==> src/rtl/cpu_pkg.sv <==
// Shared RV32 encoding constants: op enumeration, opcode/funct fields, error codes.
package cpu_pkg;

    localparam int unsigned XLEN  = 32;
    localparam int unsigned OP_W  = 4;
    localparam int unsigned REG_W = 5;
    localparam int unsigned OPC_W = 7;
    localparam int unsigned F3_W  = 3;
    localparam int unsigned F7_W  = 7;
    localparam int unsigned ERR_W = 2;
    localparam int unsigned CNT_W = 16;

    typedef enum logic [OP_W-1:0] {
        OP_ADD    = 4'd0,
        OP_SUB    = 4'd1,
        OP_SLL    = 4'd2,
        OP_SLT    = 4'd3,
        OP_SRL    = 4'd4,
        OP_SRA    = 4'd5,
        OP_AND    = 4'd6,
        OP_ADDI   = 4'd7,
        OP_ADDUQB = 4'd8,
        OP_BEQ    = 4'd9,
        OP_LW     = 4'd10,
        OP_SW     = 4'd11,
        OP_LUI    = 4'd12,
        OP_JAL    = 4'd13,
        OP_JALR   = 4'd14,
        OP_AUIPC  = 4'd15
    } op_e;

    typedef enum logic [2:0] {
        FMT_R,
        FMT_I,
        FMT_S,
        FMT_B,
        FMT_U,
        FMT_J
    } fmt_e;

    localparam logic [OPC_W-1:0] OPC_OP      = 7'b0110011;
    localparam logic [OPC_W-1:0] OPC_CUSTOM0 = 7'b0001011;
    localparam logic [OPC_W-1:0] OPC_OP_IMM  = 7'b0010011;
    localparam logic [OPC_W-1:0] OPC_LOAD    = 7'b0000011;
    localparam logic [OPC_W-1:0] OPC_STORE   = 7'b0100011;
    localparam logic [OPC_W-1:0] OPC_BRANCH  = 7'b1100011;
    localparam logic [OPC_W-1:0] OPC_LUI     = 7'b0110111;
    localparam logic [OPC_W-1:0] OPC_AUIPC   = 7'b0010111;
    localparam logic [OPC_W-1:0] OPC_JAL     = 7'b1101111;
    localparam logic [OPC_W-1:0] OPC_JALR    = 7'b1100111;

    localparam logic [F3_W-1:0] F3_ADD_SUB = 3'b000;
    localparam logic [F3_W-1:0] F3_SLL     = 3'b001;
    localparam logic [F3_W-1:0] F3_SLT     = 3'b010;
    localparam logic [F3_W-1:0] F3_SRL_SRA = 3'b101;
    localparam logic [F3_W-1:0] F3_AND     = 3'b111;
    localparam logic [F3_W-1:0] F3_ADDI    = 3'b000;
    localparam logic [F3_W-1:0] F3_LW      = 3'b010;
    localparam logic [F3_W-1:0] F3_SW      = 3'b010;
    localparam logic [F3_W-1:0] F3_BEQ     = 3'b000;
    localparam logic [F3_W-1:0] F3_JALR    = 3'b000;

    localparam logic [F7_W-1:0] F7_BASE = 7'b0000000;
    localparam logic [F7_W-1:0] F7_ALT  = 7'b0100000;

    localparam logic [ERR_W-1:0] ERR_NONE  = 2'b00;
    localparam logic [ERR_W-1:0] ERR_UNSUP = 2'b01;
    localparam logic [ERR_W-1:0] ERR_RANGE = 2'b10;
    localparam logic [ERR_W-1:0] ERR_ALIGN = 2'b11;

    localparam logic signed [XLEN-1:0] IMM12_MIN = -32'sd2048;
    localparam logic signed [XLEN-1:0] IMM12_MAX = 32'sd2047;
    localparam logic signed [XLEN-1:0] IMMB_MIN  = -32'sd4096;
    localparam logic signed [XLEN-1:0] IMMB_MAX  = 32'sd4094;
    localparam logic signed [XLEN-1:0] IMMJ_MIN  = -32'sd1048576;
    localparam logic signed [XLEN-1:0] IMMJ_MAX  = 32'sd1048574;

    typedef struct packed {
        op_e              op;
        logic [REG_W-1:0] rd;
        logic [REG_W-1:0] rs1;
        logic [REG_W-1:0] rs2;
        logic [XLEN-1:0]  imm;
    } instr_req_t;

    function automatic logic in_range(input logic signed [XLEN-1:0] v,
                                      input logic signed [XLEN-1:0] lo,
                                      input logic signed [XLEN-1:0] hi);
        return (v >= lo) && (v <= hi);
    endfunction

endpackage

==> src/rtl/instr_pack.sv <==
// Combinational packer: symbolic request to RV32 word plus immediate legality.
module instr_pack
    import cpu_pkg::*;
(
    input  instr_req_t       req,
    output logic [XLEN-1:0]  word_c,
    output logic             legal_c,
    output logic [ERR_W-1:0] err_code_c
);

    logic [OPC_W-1:0]        opc;
    logic [F3_W-1:0]         f3;
    logic [F7_W-1:0]         f7;
    fmt_e                    fmt;
    logic                    supported;
    logic signed [XLEN-1:0]  imm_s;
    logic [XLEN-1:0]         imm;

    assign imm   = req.imm;
    assign imm_s = $signed(req.imm);

    // Field lookup per operation.
    always_comb begin
        opc       = '0;
        f3        = '0;
        f7        = F7_BASE;
        fmt       = FMT_R;
        supported = 1'b1;
        case (req.op)
            OP_ADD:    begin opc = OPC_OP;      f3 = F3_ADD_SUB; end
            OP_SUB:    begin opc = OPC_OP;      f3 = F3_ADD_SUB; f7 = F7_ALT; end
            OP_SLL:    begin opc = OPC_OP;      f3 = F3_SLL;     end
            OP_SLT:    begin opc = OPC_OP;      f3 = F3_SLT;     end
            OP_SRL:    begin opc = OPC_OP;      f3 = F3_SRL_SRA; end
            OP_SRA:    begin opc = OPC_OP;      f3 = F3_SRL_SRA; f7 = F7_ALT; end
            OP_AND:    begin opc = OPC_OP;      f3 = F3_AND;     end
            OP_ADDUQB: begin opc = OPC_CUSTOM0; f3 = F3_ADD_SUB; end
            OP_ADDI:   begin opc = OPC_OP_IMM;  f3 = F3_ADDI; fmt = FMT_I; end
            OP_LW:     begin opc = OPC_LOAD;    f3 = F3_LW;   fmt = FMT_I; end
            OP_JALR:   begin opc = OPC_JALR;    f3 = F3_JALR; fmt = FMT_I; end
            OP_SW:     begin opc = OPC_STORE;   f3 = F3_SW;   fmt = FMT_S; end
            OP_BEQ:    begin opc = OPC_BRANCH;  f3 = F3_BEQ;  fmt = FMT_B; end
            OP_LUI:    begin opc = OPC_LUI;     fmt = FMT_U; end
            OP_AUIPC:  begin opc = OPC_AUIPC;   fmt = FMT_U; end
            OP_JAL:    begin opc = OPC_JAL;     fmt = FMT_J; end
            default:   supported = 1'b0;
        endcase
    end

    // Immediate checks; range failure outranks misalignment.
    always_comb begin
        err_code_c = ERR_NONE;
        case (fmt)
            FMT_I, FMT_S: begin
                if (!in_range(imm_s, IMM12_MIN, IMM12_MAX)) err_code_c = ERR_RANGE;
            end
            FMT_B: begin
                if (!in_range(imm_s, IMMB_MIN, IMMB_MAX)) err_code_c = ERR_RANGE;
                else if (imm[0])                            err_code_c = ERR_ALIGN;
            end
            FMT_J: begin
                if (!in_range(imm_s, IMMJ_MIN, IMMJ_MAX)) err_code_c = ERR_RANGE;
                else if (imm[0])                            err_code_c = ERR_ALIGN;
            end
            FMT_U: begin
                if (imm[11:0] != 12'd0) err_code_c = ERR_ALIGN;
            end
            default: err_code_c = ERR_NONE;
        endcase
        if (!supported) err_code_c = ERR_UNSUP;
        legal_c = (err_code_c == ERR_NONE);
    end

    // Bit placement per format.
    always_comb begin
        word_c = '0;
        case (fmt)
            FMT_R: word_c = {f7, req.rs2, req.rs1, f3, req.rd, opc};
            FMT_I: word_c = {imm[11:0], req.rs1, f3, req.rd, opc};
            FMT_S: word_c = {imm[11:5], req.rs2, req.rs1, f3, imm[4:0], opc};
            FMT_B: word_c = {imm[12], imm[10:5], req.rs2, req.rs1, f3, imm[4:1], imm[11], opc};
            FMT_U: word_c = {imm[31:12], req.rd, opc};
            FMT_J: word_c = {imm[20], imm[10:1], imm[11], imm[19:12], req.rd, opc};
            default: word_c = '0;
        endcase
    end

endmodule

==> src/rtl/instr_encoder.sv <==
// Sequential RV32 instruction encoder: handshake, output register, address counter, count, errors.
module instr_encoder
    import cpu_pkg::*;
#(
    parameter int unsigned          ADDR_W    = 32,
    parameter logic [ADDR_W-1:0]    BASE_ADDR = '0
) (
    input  logic               clk,
    input  logic               reset,
    input  logic               in_valid,
    output logic               in_ready,
    input  logic [OP_W-1:0]    op,
    input  logic [REG_W-1:0]   rd,
    input  logic [REG_W-1:0]   rs1,
    input  logic [REG_W-1:0]   rs2,
    input  logic [XLEN-1:0]    imm,
    input  logic               addr_load,
    input  logic [ADDR_W-1:0]  addr_in,
    output logic               out_valid,
    input  logic               out_ready,
    output logic [XLEN-1:0]    out_instr,
    output logic [ADDR_W-1:0]  out_addr,
    output logic               err,
    output logic [ERR_W-1:0]   err_code,
    output logic [CNT_W-1:0]   count
);

    instr_req_t        req;
    logic [XLEN-1:0]   word_c;
    logic              legal_c;
    logic [ERR_W-1:0]  code_c;
    logic              accept_c;
    logic              fire_c;
    logic [ADDR_W-1:0] next_addr;
    logic [ADDR_W-1:0] word_addr_c;

    assign req = '{op: op_e'(op), rd: rd, rs1: rs1, rs2: rs2, imm: imm};

    instr_pack u_pack (
        .req        (req),
        .word_c     (word_c),
        .legal_c    (legal_c),
        .err_code_c (code_c)
    );

    assign in_ready = !out_valid || out_ready;
    assign accept_c = in_valid && in_ready;
    assign fire_c   = out_valid && out_ready;

    // next_addr is the address the next accepted word will take; a load redirects it.
    assign word_addr_c = addr_load ? addr_in : next_addr;

    always_ff @(posedge clk) begin
        if (reset) begin
            out_valid <= 1'b0;
            out_instr <= '0;
            out_addr  <= BASE_ADDR;
            next_addr <= BASE_ADDR;
            err       <= 1'b0;
            err_code  <= ERR_NONE;
            count     <= '0;
        end else begin
            if (accept_c && legal_c) begin
                out_valid <= 1'b1;
                out_instr <= word_c;
                out_addr  <= word_addr_c;
                next_addr <= word_addr_c + ADDR_W'(4);
            end else begin
                if (fire_c)    out_valid <= 1'b0;
                if (addr_load) next_addr <= addr_in;
            end

            if (fire_c) count <= count + CNT_W'(1);

            err <= accept_c && !legal_c;
            if (accept_c && !legal_c) err_code <= code_c;
        end
    end

endmodule

==> config.mk <==
export PLATFORM = sky130hd
export DESIGN_NAME = instr_encoder
export DESIGN_NICKNAME = d
export VERILOG_FILES = /design/src/rtl/cpu_pkg.sv /design/src/rtl/instr_pack.sv /design/src/rtl/instr_encoder.sv
export SDC_FILE = /design/constraint.sdc
export NUM_CORES = 1
export LEC_CHECK = 0
export CAP_MARGIN = 5
export CORE_MARGIN = 2
export CORE_UTILIZATION = 43
export CTS_CLUSTER_DIAMETER = 40
export DETAILED_ROUTE_END_ITERATION = 7
export DONT_BUFFER_PORTS = 1
export GPL_ROUTABILITY_DRIVEN = 0
export GPL_TIMING_DRIVEN = 1
export PLACE_DENSITY = 0.55
export SYNTH_ARGS = -nofsm -noshare
export SYNTH_HDL_FRONTEND = slang
export SYNTH_SLANG_ARGS = --single-unit
==> constraint.sdc <==
create_clock -name clk -period 6.4 [get_ports clk]
set_input_delay 1.28 -clock clk [delete_from_list [all_inputs] [get_ports clk]]
set_output_delay 1.28 -clock clk [all_outputs]
set_load 0.005 [all_outputs]
Word-level counts from Yosys, hierarchy flattened
Index checks and enable logic that the tools add are counted.

Multiplexer cells: 15. Equality and inequality tests: 20. Reductions and logical operators: 22. Magnitude comparators: 6. Add/subtract/negate cells: 2.

Operator list (number): 32-bit one-hot mux with 6 select lines (1); 7-bit one-hot mux with 10 select lines (1); 32-bit 2-to-1 mux (2); 32-bit by 3-bit adder with 32-bit output (second input constant) (1); 4-bit == test (second input constant) (8); 32-bit by 12-bit greater-or-equal comparator with 1-bit output (second input constant) (1); 32-bit by 13-bit greater-or-equal comparator with 1-bit output (second input constant) (1); 32-bit by 21-bit greater-or-equal comparator with 1-bit output (second input constant) (1); 32-bit by 12-bit less-or-equal comparator with 1-bit output (second input constant) (1); 32-bit by 13-bit less-or-equal comparator with 1-bit output (second input constant) (1); 32-bit by 21-bit less-or-equal comparator with 1-bit output (second input constant) (1); 16-bit by 1-bit adder with 16-bit output (second input constant) (1); 4-bit by 3-bit == test with 1-bit output (second input constant) (4); 3-bit one-hot mux with 5 select lines (1); 3-bit one-hot mux with 4 select lines (1); 12-bit nonzero test (1); 2-bit 2-to-1 mux (5); 4-bit by 2-bit == test with 1-bit output (second input constant) (2); 2-bit one-hot mux with 4 select lines (1); 2-bit OR reduction (4); 1-bit logical AND (7); 7-bit OR reduction (1); 3-bit by 2-bit == test with 1-bit output (second input constant) (2); 3-bit == test (second input constant) (2); 11 further kinds (14).

Input port bits: 88. Output and inout port bits: 85. Flip-flop bits (word level): 116. Word-level logic and storage cells: 72.

Depth between registers and ports, before layout
Depth after elaboration: 9. Gate-level depth with buffers: 13. Depth with buffers taken out: 9.

Cells and area by module
From an unflattened synthesis, not the netlist that was laid out.

Cell total of the unflattened synthesis: 729. Area total of the unflattened synthesis: 5936.9 um^2.

Modules (own cells, without submodules): instr_encoder (cells an instance 584, area each 5003.5 um^2, sequential area each 2322.2 um^2, instances 1); instr_pack (cells an instance 145, area each 933.4 um^2, sequential area each 0.0 um^2, instances 1).

Worst setup path after synthesis
OpenSTA, ideal clock, no wires.

Kind: input to register. From: input port addr_load. To: register next_addr[30]. Stages: 12. Slack: 2152 ps. Path buffers: 5. Data required time: 6284 ps. Setup time: 116 ps. Arrival: 4132 ps. Cells stage by stage: buf_4 buf_6 buf_4 buf_2 buf_1 mux2_2 ha_1 nand3_1 or4_1 nor4_4 a211oi_1 a31o_2.

Longest elaborated chain between the ends: 3.

RTL lines: from (decl) (line instr_encoder.sv:17) `input logic addr_load,`; 32-bit 2-to-1 mux; net word_addr_c[2] (line instr_encoder.sv:35) `logic [ADDR_W-1:0] word_addr_c;`; 32-bit by 3-bit adder with 32-bit output (line instr_encoder.sv:67) `next_addr <= word_addr_c + ADDR_W'(4);`; 32-bit 2-to-1 mux (line instr_encoder.sv:63) `if (accept_c && legal_c) begin`; to (signal assigned) (line instr_encoder.sv:67); to (signal assigned) (line instr_encoder.sv:70) `if (addr_load) next_addr <= addr_in;`; to (decl) (line instr_encoder.sv:34) `logic [ADDR_W-1:0] next_addr;`.

The timed path passes the listed nets, and every way through them passes these cells. A chain may end at the register's enable or synchronous reset.

Final worst setup path
From: input port op[1]. To: register next_addr[10].

Longest elaborated chain between the ends: 9. Elaborated cells on any way between the ends: 21. Classes of those cells: 13 x eq/ne; 3 x mux; 5 x reduce/logical.

RTL lines: from (decl) (line instr_encoder.sv:12) `input logic [OP_W-1:0] op,`; 4-bit by 3-bit == test with 1-bit output or 4-bit == test (tied branches) (line instr_pack.sv:29) `case (req.op)`; 3-bit OR reduction (no line) or 2-bit OR reduction (tied branches); 3-bit one-hot mux with 5 select lines (*) (line instr_pack.sv:29); 3-bit by 1-bit == test with 1-bit output or 3-bit by 2-bit == test with 1-bit output (tied branches) (line instr_pack.sv:53) `case (fmt)`; 2-bit OR reduction (line instr_pack.sv:53); 2-bit one-hot mux with 4 select lines (*) (line instr_pack.sv:53); 2-bit zero test (*) (line instr_pack.sv:71) `legal_c = (err_code_c == ERR_NONE);`; 1-bit logical AND (*) (line instr_encoder.sv:63); 32-bit 2-to-1 mux (*) (line instr_encoder.sv:63).

Every way passes the cells marked *; elsewhere a longest branch is shown, timed or not.

==> flow_metrics.env <==
export IMPL_syn_area_mm2=0.005892
export IMPL_ys_warn_count=0
export IMPL_via_count=5163
export IMPL_multi_input_area_mm2=0.003317
export IMPL_pwr_share_seq_pct=43.0
export IMPL_cts_tree="built"
export IMPL_synth_nets=800
export IMPL_report_final_slew_viol_count=0
export IMPL_viasPerCell=5.997
export IMPL_cp_required_ns=6.69
export IMPL_ir_drop_uv=157.9
export IMPL_tightest_slew_ns=0.8642
export IMPL_grt_pass1_vias=4938
export IMPL_synthTopCellsByArea="dfxtp_1 (39%), nor2_1 (6.4%), mux2i_1 (5.6%)"
export IMPL_cts_made_buffers=17
export IMPL_r2r_slack_ns=3.74
export IMPL_grt_max_degree=114
export IMPL_critical_path_class="in -> reg"
export IMPL_cts_resized=0
export IMPL_ys_seq_elements=115
export IMPL_regArea_mm2=0.002302
export IMPL_hpwl_mm=11.15
export IMPL_drive_gt1_share_pct=8.175
export IMPL_comb_power_share_pct=10.4
export IMPL_pin_count=173
export IMPL_switchingPower_uw=468.7
export IMPL_drcViolationCount=0
export IMPL_dp_slack_ns=2.280
export IMPL_drt_iter0_markers=249
export IMPL_design_core_area_mm2=0.01330
export IMPL_grt_pass1_wl_mm=25.27
export IMPL_r2r_start="next_addr[7]"
export IMPL_hold_buffers=0
export IMPL_reg2regPathDepth=7
export IMPL_die_h_um=121.1
export IMPL_synthArstFlopShare_pct=0
export IMPL_p_int_mw=1.414
export IMPL_floorplan_initialDensity_pct=44.32
export IMPL_grt_overflow_total=0
export IMPL_placement_rows=42
export IMPL_switching_share_pct=24.89
export IMPL_relSlewSlack_pct=41.86
export IMPL_cp_data_arrival_time_ns=4.01
export IMPL_yosys_area_top_type="dfxtp_1"
export IMPL_syn2layout_area_growth_pct=8.898
export IMPL_dr_pass1_iters=4
export IMPL_die_w_um=121.1
export IMPL_power_density_mw_per_mm2=293.4
export IMPL_synthDistinctLibCells=64
export IMPL_cts_setup_buffers=0
export IMPL_r2r_end="next_addr[30]"
export IMPL_clock_skew_ns=0.007997
export IMPL_yosysTopAreaCellShare_pct=39.07
export IMPL_whs_ns=0.4792
export IMPL_max_freq_mhz=269.1
export IMPL_leakagePower_nw=2.281
export IMPL_num_antenna_cells=0
export IMPL_synthCells=710
export IMPL_clkPwrFrac_pct=46.6
export IMPL_rsz0062_at_grt="false"
export IMPL_wirelength_mm=15.87
export IMPL_synth_edf_count=0
export IMPL_cap_violations=0
export IMPL_io_buffers=0
export IMPL_fin_crit_sh_pct=58.07
export IMPL_clk_latency_ns=0.41
export IMPL_dieArea_mm2=0.01465
export IMPL_post_route_worst_setup_slack_ns=2.684
export IMPL_crit_slowest_cell="or4_4"
export IMPL_hold_end="out_instr[3]"
export IMPL_hold_path_depth=2
export IMPL_hold_viol=0
export IMPL_yosysSeqAreaShare_pct=39.07
export IMPL_cts_htree_levels=4
export IMPL_synthFlopType="dfxtp_1"
export IMPL_critPathCaptureType="flip-flop"
export IMPL_grt_usage_pct=21.83
export IMPL_hold_class="reg -> reg"
export IMPL_root_buffer="clkbuf_16"
export IMPL_fill_cells=1321
export IMPL_routedWlPerCell_um=18.43
export IMPL_cts_sinks=115
export IMPL_setup_violations=0
export IMPL_clk_pin_slew_worst_paths_ns=0.05
export IMPL_worstPathCellList="nor2b_1 -> nor3_1 -> nand2_1 -> o311ai_4 -> or4_4 -> nor4b_2 -> mux2_2"
export IMPL_clockBufferDepth=2
export IMPL_hold_start="out_instr[3]"
export IMPL_worstPathMaxFanout=41
export IMPL_min_period_ns=3.716
export IMPL_cpPeakStageDelay_ns=0.78
export IMPL_antenna_found_initial=0
export IMPL_avgSynthCellArea_um2=8.298
export IMPL_cp_start_kind="input pin"
export IMPL_layout_nets=767
export IMPL_status="finished clean"
export IMPL_finalSetupTns_ns=0
export IMPL_antenna_left=0
-- critical path, delay by kind of cell --
kind             cells  cell delay [ns]
AO/OA/AOI/OAI        1             0.19
multiplexers         1             0.36
AND/OR/NAND/NOR      5             2.16
-- flip-flops by register name (all words and copies together) (netlist names) --
register and flops:
out_instr 31, err 1, count 16, next_addr 32, err_code 2, out_valid 1
out_addr 32
-- cell usage in the layout (no fill, tap or decap), types with 7 or more instances in the layout --
cell,n
nand4_1,21
a221oi_1,10
mux2i_1,33
nor2_1,101
xor2_1,9
a211oi_1,36
dfxtp_1,115
nor4_1,16
nand2b_1,7
nand3_1,17
or3_1,10
a21boi_0,7
nand2_1,69
nor3_1,33
mux2_2,7
clkbuf_16,17
o21ai_0,29
a311oi_1,7
a21oi_1,29
a211o_1,7
-- cell usage after synthesis, types with 17 or more instances --
cell type	count
a211oi_1	36
nor2_1	101
nand3_1	17
nand2_1	69
nand4_1	21
mux2i_1	33
dfxtp_1	115
a21oi_1	29
clkbuf_1	30
nor4_1	17
nor3_1	33
o21ai_0	29
-- cell families (layout without fill, tap and decap cells) --
logic type	after synthesis	count (layout)	share of synthesized area, %
buffers and inverters	60	35	4.736
XOR/XNOR	14	14	2.081
multiplexers	40	40	6.944
flip-flops	115	115	39.07
AO/OA/AOI/OAI	168	168	20.47
adder cells (fa/ha/maj)	2	2	0.4247
AND/OR/NAND/NOR	311	311	26.27
-- power groups by stage --
stage                     sequential [mW]  combinational (mW)  clock, mW
after floorplan                     0.812               0.192          0
after global placement              0.823               0.191          0
after detailed placement            0.825               0.197          0
after CTS                           0.810               0.198      0.897
after global routing                0.814               0.224      0.925
final                               0.809               0.196      0.878
-- routing by layer --
metal | up-vias | wire length, um | global-route usage, %
li1 | 2557 | - | -
met1 | 2391 | 6548 | 25.94
met2 | 185 | 7440 | 34.59
met3 | 30 | 1536 | 9.492
met4 | 0 | 344 | 8.576
met5 | - | 0 | 0
-- metrics by stage --
step	power (mW)	utilization (%)	cell area, um2	std cells
after global placement	1.015	44.20	5877	834
after global routing	1.963	48.26	6416	861
after CTS	1.904	48.26	6416	861
after detailed placement	1.022	44.20	5877	834
after floorplan	1.003	-	5892	710
final	1.883	48.26	6416	861
-- worst max-delay path by stage --
| stage | startpoint | end | cells after the start |
|---|---|---|---|
| after floorplan | addr_load | next_addr[30] | 12 |
| after global placement | op[1] | next_addr[10] | 7 |
| after detailed placement | op[1] | next_addr[10] | 7 |
| after CTS | op[1] | next_addr[10] | 7 |
| after global routing | op[1] | next_addr[10] | 7 |
| final | op[1] | next_addr[10] | 7 |
-- final cells by class --
cell class / instances / area share [%]
multi-input cells: 535 / 51.70
flip-flops and latches: 115 / 35.88
clock buffers: 22 / 7.547
well taps: 176 / 3.432
clock inverters: 5 / 0.8580
inverters: 6 / 0.3510
repair buffers: 2 / 0.2340
Note: power is estimated with default switching activity, not from simulation.
